File: config.mk
export PLATFORM = sky130hd
export DESIGN_NAME = rx_session_controller_flat
export DESIGN_NICKNAME = d
export VERILOG_FILES = /design/src/rtl/rx_session_controller_pkg.sv /design/src/rtl/rx_session_controller_if.sv /design/src/rtl/rx_session_controller.sv /design/src/flat_wrapper.sv
export SDC_FILE = /design/constraint.sdc
export NUM_CORES = 1
export LEC_CHECK = 0
export BUFFER_PORTS_ARGS = -buffer_cell sky130_fd_sc_hd__clkbuf_2
export CAP_MARGIN = 10
export CORE_UTILIZATION = 25
export DETAILED_ROUTE_END_ITERATION = 10
export PLACE_DENSITY = 0.5
export SYNTH_ARGS = -nofsm -noshare
export SYNTH_HDL_FRONTEND = slang
export SYNTH_SLANG_ARGS = --single-unit
File: constraint.sdc
create_clock -name crx_clk -period 7.93 [get_ports crx_clk]
set_clock_uncertainty 0.15 [all_clocks]
set_input_delay 0.793 -clock crx_clk [delete_from_list [all_inputs] [get_ports crx_clk]]
set_output_delay 0.793 -clock crx_clk [all_outputs]
set_load 0.1 [all_outputs]
File: src/rtl/rx_session_controller_pkg.sv
// Shared definitions for the receive-session controller: FSM state encoding
// and the widths of the peak-identification result fields.
package rx_ctrl_pkg;

    localparam int PEAK_VAL_W  = 41;
    localparam int PEAK_SEQ_W  = 4;
    localparam int PEAK_TIME_W = 16;

    // Width of the settle counter; SETTLE_CYCLES is limited to 1..65535.
    localparam int SETTLE_W    = 16;

    typedef enum logic [1:0] {
        ST_IDLE   = 2'd0,
        ST_SETTLE = 2'd1,
        ST_LISTEN = 2'd2,
        ST_REPORT = 2'd3
    } rx_state_e;

endpackage : rx_ctrl_pkg

File: src/rtl/rx_session_controller_if.sv
// Session bus between ARM, peak identification and the receive-session
// controller. The controller connects through the slave modport.
interface rx_session_controller_if #(
    parameter int TIMER_W = 32
) ();
    import rx_ctrl_pkg::*;

    // ARM control
    logic                          istart;
    logic [TIMER_W-1:0]            itimeout;
    logic                          iabort;
    logic                          iresult_ack;

    // Peak identification results
    logic                          ipeak_trigger;
    logic signed [PEAK_VAL_W-1:0]  ipeak_value;
    logic [PEAK_SEQ_W-1:0]         ipeak_seq;
    logic [PEAK_TIME_W-1:0]        ipeak_time;

    // Controller outputs
    logic                          orx_en;
    logic                          osignal_trigg;
    logic                          opeak_ack;
    logic                          oresult_valid;
    logic signed [PEAK_VAL_W-1:0]  oresult_peak;
    logic [PEAK_SEQ_W-1:0]         oresult_seq;
    logic [PEAK_TIME_W-1:0]        oresult_time;
    logic                          otimed_out;
    logic                          obusy;

    modport slave (
        input  istart, itimeout, iabort, iresult_ack,
        input  ipeak_trigger, ipeak_value, ipeak_seq, ipeak_time,
        output orx_en, osignal_trigg, opeak_ack, oresult_valid,
        output oresult_peak, oresult_seq, oresult_time, otimed_out, obusy
    );

    modport master (
        output istart, itimeout, iabort, iresult_ack,
        output ipeak_trigger, ipeak_value, ipeak_seq, ipeak_time,
        input  orx_en, osignal_trigg, opeak_ack, oresult_valid,
        input  oresult_peak, oresult_seq, oresult_time, otimed_out, obusy
    );

endinterface : rx_session_controller_if

File: src/rtl/rx_session_controller.sv
// Receive-session controller: one ranging session is
//   IDLE -> SETTLE (flush receive chain) -> LISTEN (timed window) -> REPORT.
// LISTEN ends on a peak result (detection) or when the window expires
// (timeout report with zeroed fields). ARM may abort at any time.
module rx_session_controller
    import rx_ctrl_pkg::*;
#(
    parameter int SETTLE_CYCLES = 512,
    parameter int TIMER_W       = 32
) (
    input  logic                    crx_clk,
    input  logic                    rrx_rst_n,
    rx_session_controller_if.slave  bus
);

    localparam logic [SETTLE_W-1:0] SETTLE_LAST = SETTLE_W'(SETTLE_CYCLES - 1);
    localparam logic [SETTLE_W-1:0] SETTLE_ONE  = SETTLE_W'(1);
    localparam logic [TIMER_W-1:0]  WIN_ONE     = TIMER_W'(1);

    rx_state_e                     state_q,      state_d;
    logic [SETTLE_W-1:0]           settle_cnt_q, settle_cnt_d;
    logic [TIMER_W-1:0]            win_cnt_q,    win_cnt_d;
    logic [TIMER_W-1:0]            timeout_q,    timeout_d;
    logic                          sig_trigg_q,  sig_trigg_d;
    logic                          peak_ack_q,   peak_ack_d;
    logic signed [PEAK_VAL_W-1:0]  res_peak_q,   res_peak_d;
    logic [PEAK_SEQ_W-1:0]         res_seq_q,    res_seq_d;
    logic [PEAK_TIME_W-1:0]        res_time_q,   res_time_d;
    logic                          timed_out_q,  timed_out_d;

    logic                          win_expired;

    // Window counter holds at all-ones instead of wrapping back to zero.
    function automatic logic [TIMER_W-1:0] win_sat_inc(input logic [TIMER_W-1:0] v);
        return (v == '1) ? v : v + WIN_ONE;
    endfunction

    // The latched timeout is never zero, so timeout-1 cannot underflow.
    assign win_expired = (win_cnt_q == (timeout_q - WIN_ONE));

    // Next-state, counter and report-field logic for the session FSM.
    always_comb begin
        state_d      = state_q;
        settle_cnt_d = settle_cnt_q;
        win_cnt_d    = win_cnt_q;
        timeout_d    = timeout_q;
        sig_trigg_d  = 1'b0;
        peak_ack_d   = 1'b0;
        res_peak_d   = res_peak_q;
        res_seq_d    = res_seq_q;
        res_time_d   = res_time_q;
        timed_out_d  = timed_out_q;

        case (state_q)
            ST_IDLE: begin
                // A zero-length window is not a valid request.
                if (bus.istart && (bus.itimeout != '0)) begin
                    timeout_d    = bus.itimeout;
                    settle_cnt_d = '0;
                    win_cnt_d    = '0;
                    state_d      = ST_SETTLE;
                end
            end

            ST_SETTLE: begin
                if (bus.iabort) begin
                    state_d = ST_IDLE;
                end else begin
                    // Results arriving while the chain flushes are stale:
                    // acknowledge so peak identification can move on, drop them.
                    peak_ack_d = bus.ipeak_trigger;
                    if (settle_cnt_q == SETTLE_LAST) begin
                        state_d     = ST_LISTEN;
                        win_cnt_d   = '0;
                        sig_trigg_d = 1'b1;
                    end else begin
                        settle_cnt_d = settle_cnt_q + SETTLE_ONE;
                    end
                end
            end

            ST_LISTEN: begin
                if (bus.iabort) begin
                    state_d = ST_IDLE;
                end else if (bus.ipeak_trigger) begin
                    // Detection wins over a coincident window expiry.
                    res_peak_d  = bus.ipeak_value;
                    res_seq_d   = bus.ipeak_seq;
                    res_time_d  = bus.ipeak_time;
                    timed_out_d = 1'b0;
                    peak_ack_d  = 1'b1;
                    state_d     = ST_REPORT;
                end else if (win_expired) begin
                    res_peak_d  = '0;
                    res_seq_d   = '0;
                    res_time_d  = '0;
                    timed_out_d = 1'b1;
                    state_d     = ST_REPORT;
                end else begin
                    win_cnt_d = win_sat_inc(win_cnt_q);
                end
            end

            ST_REPORT: begin
                if (bus.iabort || bus.iresult_ack) begin
                    state_d = ST_IDLE;
                end
            end

            default: begin
                state_d = ST_IDLE;
            end
        endcase
    end

    // State register.
    always_ff @(posedge crx_clk or negedge rrx_rst_n) begin
        if (!rrx_rst_n) begin
            state_q <= ST_IDLE;
        end else begin
            state_q <= state_d;
        end
    end

    // Counters, latched timeout, one-cycle pulses and report fields.
    always_ff @(posedge crx_clk or negedge rrx_rst_n) begin
        if (!rrx_rst_n) begin
            settle_cnt_q <= '0;
            win_cnt_q    <= '0;
            timeout_q    <= '0;
            sig_trigg_q  <= 1'b0;
            peak_ack_q   <= 1'b0;
            res_peak_q   <= '0;
            res_seq_q    <= '0;
            res_time_q   <= '0;
            timed_out_q  <= 1'b0;
        end else begin
            settle_cnt_q <= settle_cnt_d;
            win_cnt_q    <= win_cnt_d;
            timeout_q    <= timeout_d;
            sig_trigg_q  <= sig_trigg_d;
            peak_ack_q   <= peak_ack_d;
            res_peak_q   <= res_peak_d;
            res_seq_q    <= res_seq_d;
            res_time_q   <= res_time_d;
            timed_out_q  <= timed_out_d;
        end
    end

    assign bus.orx_en        = (state_q == ST_SETTLE) || (state_q == ST_LISTEN);
    assign bus.obusy         = (state_q != ST_IDLE);
    assign bus.oresult_valid = (state_q == ST_REPORT);
    assign bus.osignal_trigg = sig_trigg_q;
    assign bus.opeak_ack     = peak_ack_q;
    assign bus.oresult_peak  = res_peak_q;
    assign bus.oresult_seq   = res_seq_q;
    assign bus.oresult_time  = res_time_q;
    assign bus.otimed_out    = timed_out_q;

endmodule : rx_session_controller

File: src/flat_wrapper.sv
// flat-port wrapper written by rule: the top's interface ports become plain ports
module rx_session_controller_flat import rx_ctrl_pkg::*;
#(
    parameter int SETTLE_CYCLES = 512,
    parameter int TIMER_W       = 32
)
  (crx_clk, rrx_rst_n, bus_istart, bus_itimeout, bus_iabort, bus_iresult_ack, bus_ipeak_trigger, bus_ipeak_value, bus_ipeak_seq, bus_ipeak_time, bus_orx_en, bus_osignal_trigg, bus_opeak_ack, bus_oresult_valid, bus_oresult_peak, bus_oresult_seq, bus_oresult_time, bus_otimed_out, bus_obusy);
  rx_session_controller_if #(.TIMER_W(TIMER_W)) bus_i ();
  input  logic crx_clk;
  input  logic rrx_rst_n;
  input wire logic [$bits(bus_i.istart)-1:0] bus_istart;
  input wire logic [$bits(bus_i.itimeout)-1:0] bus_itimeout;
  input wire logic [$bits(bus_i.iabort)-1:0] bus_iabort;
  input wire logic [$bits(bus_i.iresult_ack)-1:0] bus_iresult_ack;
  input wire logic [$bits(bus_i.ipeak_trigger)-1:0] bus_ipeak_trigger;
  input wire logic [$bits(bus_i.ipeak_value)-1:0] bus_ipeak_value;
  input wire logic [$bits(bus_i.ipeak_seq)-1:0] bus_ipeak_seq;
  input wire logic [$bits(bus_i.ipeak_time)-1:0] bus_ipeak_time;
  output wire logic [$bits(bus_i.orx_en)-1:0] bus_orx_en;
  output wire logic [$bits(bus_i.osignal_trigg)-1:0] bus_osignal_trigg;
  output wire logic [$bits(bus_i.opeak_ack)-1:0] bus_opeak_ack;
  output wire logic [$bits(bus_i.oresult_valid)-1:0] bus_oresult_valid;
  output wire logic [$bits(bus_i.oresult_peak)-1:0] bus_oresult_peak;
  output wire logic [$bits(bus_i.oresult_seq)-1:0] bus_oresult_seq;
  output wire logic [$bits(bus_i.oresult_time)-1:0] bus_oresult_time;
  output wire logic [$bits(bus_i.otimed_out)-1:0] bus_otimed_out;
  output wire logic [$bits(bus_i.obusy)-1:0] bus_obusy;
  assign bus_i.istart = bus_istart;
  assign bus_i.itimeout = bus_itimeout;
  assign bus_i.iabort = bus_iabort;
  assign bus_i.iresult_ack = bus_iresult_ack;
  assign bus_i.ipeak_trigger = bus_ipeak_trigger;
  assign bus_i.ipeak_value = bus_ipeak_value;
  assign bus_i.ipeak_seq = bus_ipeak_seq;
  assign bus_i.ipeak_time = bus_ipeak_time;
  assign bus_orx_en = bus_i.orx_en;
  assign bus_osignal_trigg = bus_i.osignal_trigg;
  assign bus_opeak_ack = bus_i.opeak_ack;
  assign bus_oresult_valid = bus_i.oresult_valid;
  assign bus_oresult_peak = bus_i.oresult_peak;
  assign bus_oresult_seq = bus_i.oresult_seq;
  assign bus_oresult_time = bus_i.oresult_time;
  assign bus_otimed_out = bus_i.otimed_out;
  assign bus_obusy = bus_i.obusy;
  rx_session_controller #(.SETTLE_CYCLES(SETTLE_CYCLES), .TIMER_W(TIMER_W)) u_core (.crx_clk(crx_clk), .rrx_rst_n(rrx_rst_n), .bus(bus_i));
endmodule
==> run metrics <==
CTS buffer count 17; leakage 4.16 nW; Initial Util 0.254; clock latency on the worst-skew pair 0.43 ns; Post-synth EDFFs 0; design area 9340 µm²; Synthesized Nets 820; RePlAce Congestion 0.839; Die Y 176 µm; final cell count without fillers 1271; Mapped Area 7530 µm²; endpoint class of the critical path flip-flop; Starting DRT DRC Count 458; Final Power 0.00408 W; r2r setup slk 3.19 ns; Final Max Slew Viols 0; WP data arrival 4.94 ns; sequential share of the synthesized area 0.485; layout cell share with drive strength beyond 1 0.289; first-pass GRT wire length 33700 µm; Slew HR 0.261; IO Pins 166; Worst Path Class, Setup flip-flop to flip-flop; initial antenna violation count 1; Flop pwr share 0.301; clk sinks 146; Reg-to-Reg End u_core.win_cnt_q[7]$_DFFE_PN0P_; total wire length 20800 µm; combinational power share 0.498; worst hold path type primary input to asynchronous set/reset pin; setup bufs post-CTS 0; Synth Register Bits 146; Pint 0.00190 W; Placed Area 8740 µm²; power density over the cells 437 nW/µm²; Layout Area Growth over Synthesis 24.0%; placed insts 1238; number of port buffers 165; GRT Total Usage 0.139; Synth Area per Inst 10.5 µm²; CTS resizes 0; hold buffer count at CTS 0; Sum Neg Setup Slack 0 ns; Routed WL per cell 16.3 µm; row count 63; outcome finished, final reports clean; fin crit period 4.74 ns; worst ir drop on vdd 0.376 mV; Clock Tree Root clkbuf_16; core box area 29600 µm²; Total Nets Final 973; Cells after Synth 714; maximum number of pins on one net before global-route repair 101; die area 30800 µm²; Switch Pwr 0.00219 W; R2R depth 12; antenna viol nets, final 0; clock power share 0.202; RSZ-0062 raised after global routing false; via count 6246; crit-path max FO 30; Yosys cell types 62; Pre-antenna DRT Iters 5; Critical Path Source Type flip-flop; WP data required 8.13 ns; main flop type after synthesis dfrtp_1; Die Wd 176 µm; Final Hold Fails 0; CTS H-tree depth 4; vias in the first global route 6189; CTS tree done; slew at the pin closest to its max-slew limit 1.10 ns; worst r2r src u_core.timeout_q[0]$_DFFE_PN0P_; maximum root-to-sink buffer count 2; Final setup violation count 0; Detailed Place HPWL 14600 µm; GRT overflow 0; fmax 0.211 GHz; MaxCap Viol Count 0; DRC viols 0; Post-synth ARST share 1.00; Sw Share 0.535; Clock Pin Slew Worst Setup and Hold Paths 0.08 ns; vias per cell 4.91; Period Utilization, post-route 0.598; Ys Warns 0
[registers in the layout, indices dropped and copies added (netlist names)]
register                  cells
u_core.bus.oresult_peak      41
u_core.win_cnt_q             32
u_core.timeout_q             32
u_core.bus.osignal_trigg      1
u_core.bus.oresult_seq        4
u_core.state_q                2
u_core.bus.oresult_time      16
u_core.bus.otimed_out         1
u_core.settle_cnt_q          16
u_core.bus.opeak_ack          1
[worst max-delay path, cell delays in order, from the launching register on]
cell and delay, ns:
dfrtp_1 0.46, inv_1 0.09, ha_1 0.18, or3b_1 0.48, nor4b_2 0.32, a311oi_1 0.09
a2111o_1 0.39, nor4_1 0.27, o2111ai_1 0.22, nor4_4 0.83, or2_1 0.81, o31ai_1 0.20
a21oi_1 0.17
[placed cells by master (no fill, tap or decap), drive strengths merged, types with 11 or more instances in the layout]
master  count
dfrtp     146
o21ai      28
nand3      25
nand2      53
a21oi      21
xnor2      34
mux2       33
nor4       28
nand4      18
nor2       39
inv        21
and3       22
o31ai      13
nor3       18
xor2       13
or4        11
clkbuf    182
a22o       70
[power groups by stage]
stage          logic [W]  clock network (W)  registers, W
3_5_place_dp     0.00205                  0       0.00123
4_1_cts          0.00205           0.000854       0.00123
2_1_floorplan   0.000738                  0       0.00215
5_1_grt          0.00215           0.000880       0.00127
3_3_place_gp     0.00204                  0       0.00123
6_report         0.00203           0.000823       0.00123
[kinds of logic (layout without fill, tap and decap cells)]
group | count (synthesis) | count (layout) | synth area share
simple gates | 260 | 260 | 0.199
compound gates | 163 | 163 | 0.161
flops | 146 | 146 | 0.485
buf+inv | 49 | 215 | 0.0279
xor+xnor | 47 | 47 | 0.0547
mux | 42 | 42 | 0.0613
fa+ha+maj | 7 | 7 | 0.0116
other cells | 0 | 1 | 0
[synthesized netlist by cell type, types with 18 or more instances]
library cell / n / share of area
o21ai_0: 18 / 0.012
a22o_1: 70 / 0.081
nand2_1: 53 / 0.026
nand3_1: 25 / 0.017
nor4_1: 23 / 0.019
a21oi_1: 21 / 0.014
and3_1: 22 / 0.018
mux2_2: 32 / 0.048
dfrtp_1: 146 / 0.49
nor2_1: 39 / 0.019
xnor2_1: 34 / 0.040
clkbuf_1: 21 / 0.010
[final cells by class]
class	count	area [µm²]
diodes	1	2.50
inverters	13	48.8
flip-flops and latches	146	3650
clock buffers	18	429
clock inverters	14	166
fillers	3118	20300
multi-input cells	519	3680
well taps	390	488
repair buffers	170	870
[metrics by stage]
| step | hold slack, ns | utilization | setup WS, ns |
|---|---|---|---|
| 4_1_cts | 0.357 | 0.315 | 3.23 |
| 2_1_floorplan | 0.315 | - | 4.50 |
| 3_5_place_dp | 0.341 | 0.295 | 3.23 |
| 3_3_place_gp | 0.338 | 0.295 | 3.32 |
| 5_1_grt | 0.369 | 0.315 | 2.77 |
| 6_report | 0.284 | 0.315 | 3.19 |
[worst max-delay path by stage]
stage	endpoint	slack, ns	from	cells past startpoint
6_report	u_core.win_cnt_q[7]$_DFFE_PN0P_	3.19	u_core.timeout_q[0]$_DFFE_PN0P_	12
3_5_place_dp	u_core.win_cnt_q[7]$_DFFE_PN0P_	3.23	u_core.timeout_q[0]$_DFFE_PN0P_	12
5_1_grt	u_core.win_cnt_q[7]$_DFFE_PN0P_	2.77	u_core.timeout_q[0]$_DFFE_PN0P_	12
3_3_place_gp	u_core.win_cnt_q[27]$_DFFE_PN0P_	3.32	bus_itimeout[25]	10
2_1_floorplan	u_core.bus.oresult_peak[0]$_DFFE_PN0P_	4.50	u_core.timeout_q[0]$_DFFE_PN0P_	13
4_1_cts	u_core.win_cnt_q[7]$_DFFE_PN0P_	3.23	u_core.timeout_q[0]$_DFFE_PN0P_	12
[per-layer routing]
metal / wire length, µm / GRT usage
met2: 8880 / 0.205
met5: 0 / 0
met1: 9990 / 0.193
met3: 1600 / 0.0442
met4: 304 / 0.0428
Power figures use the tool's default switching activity.
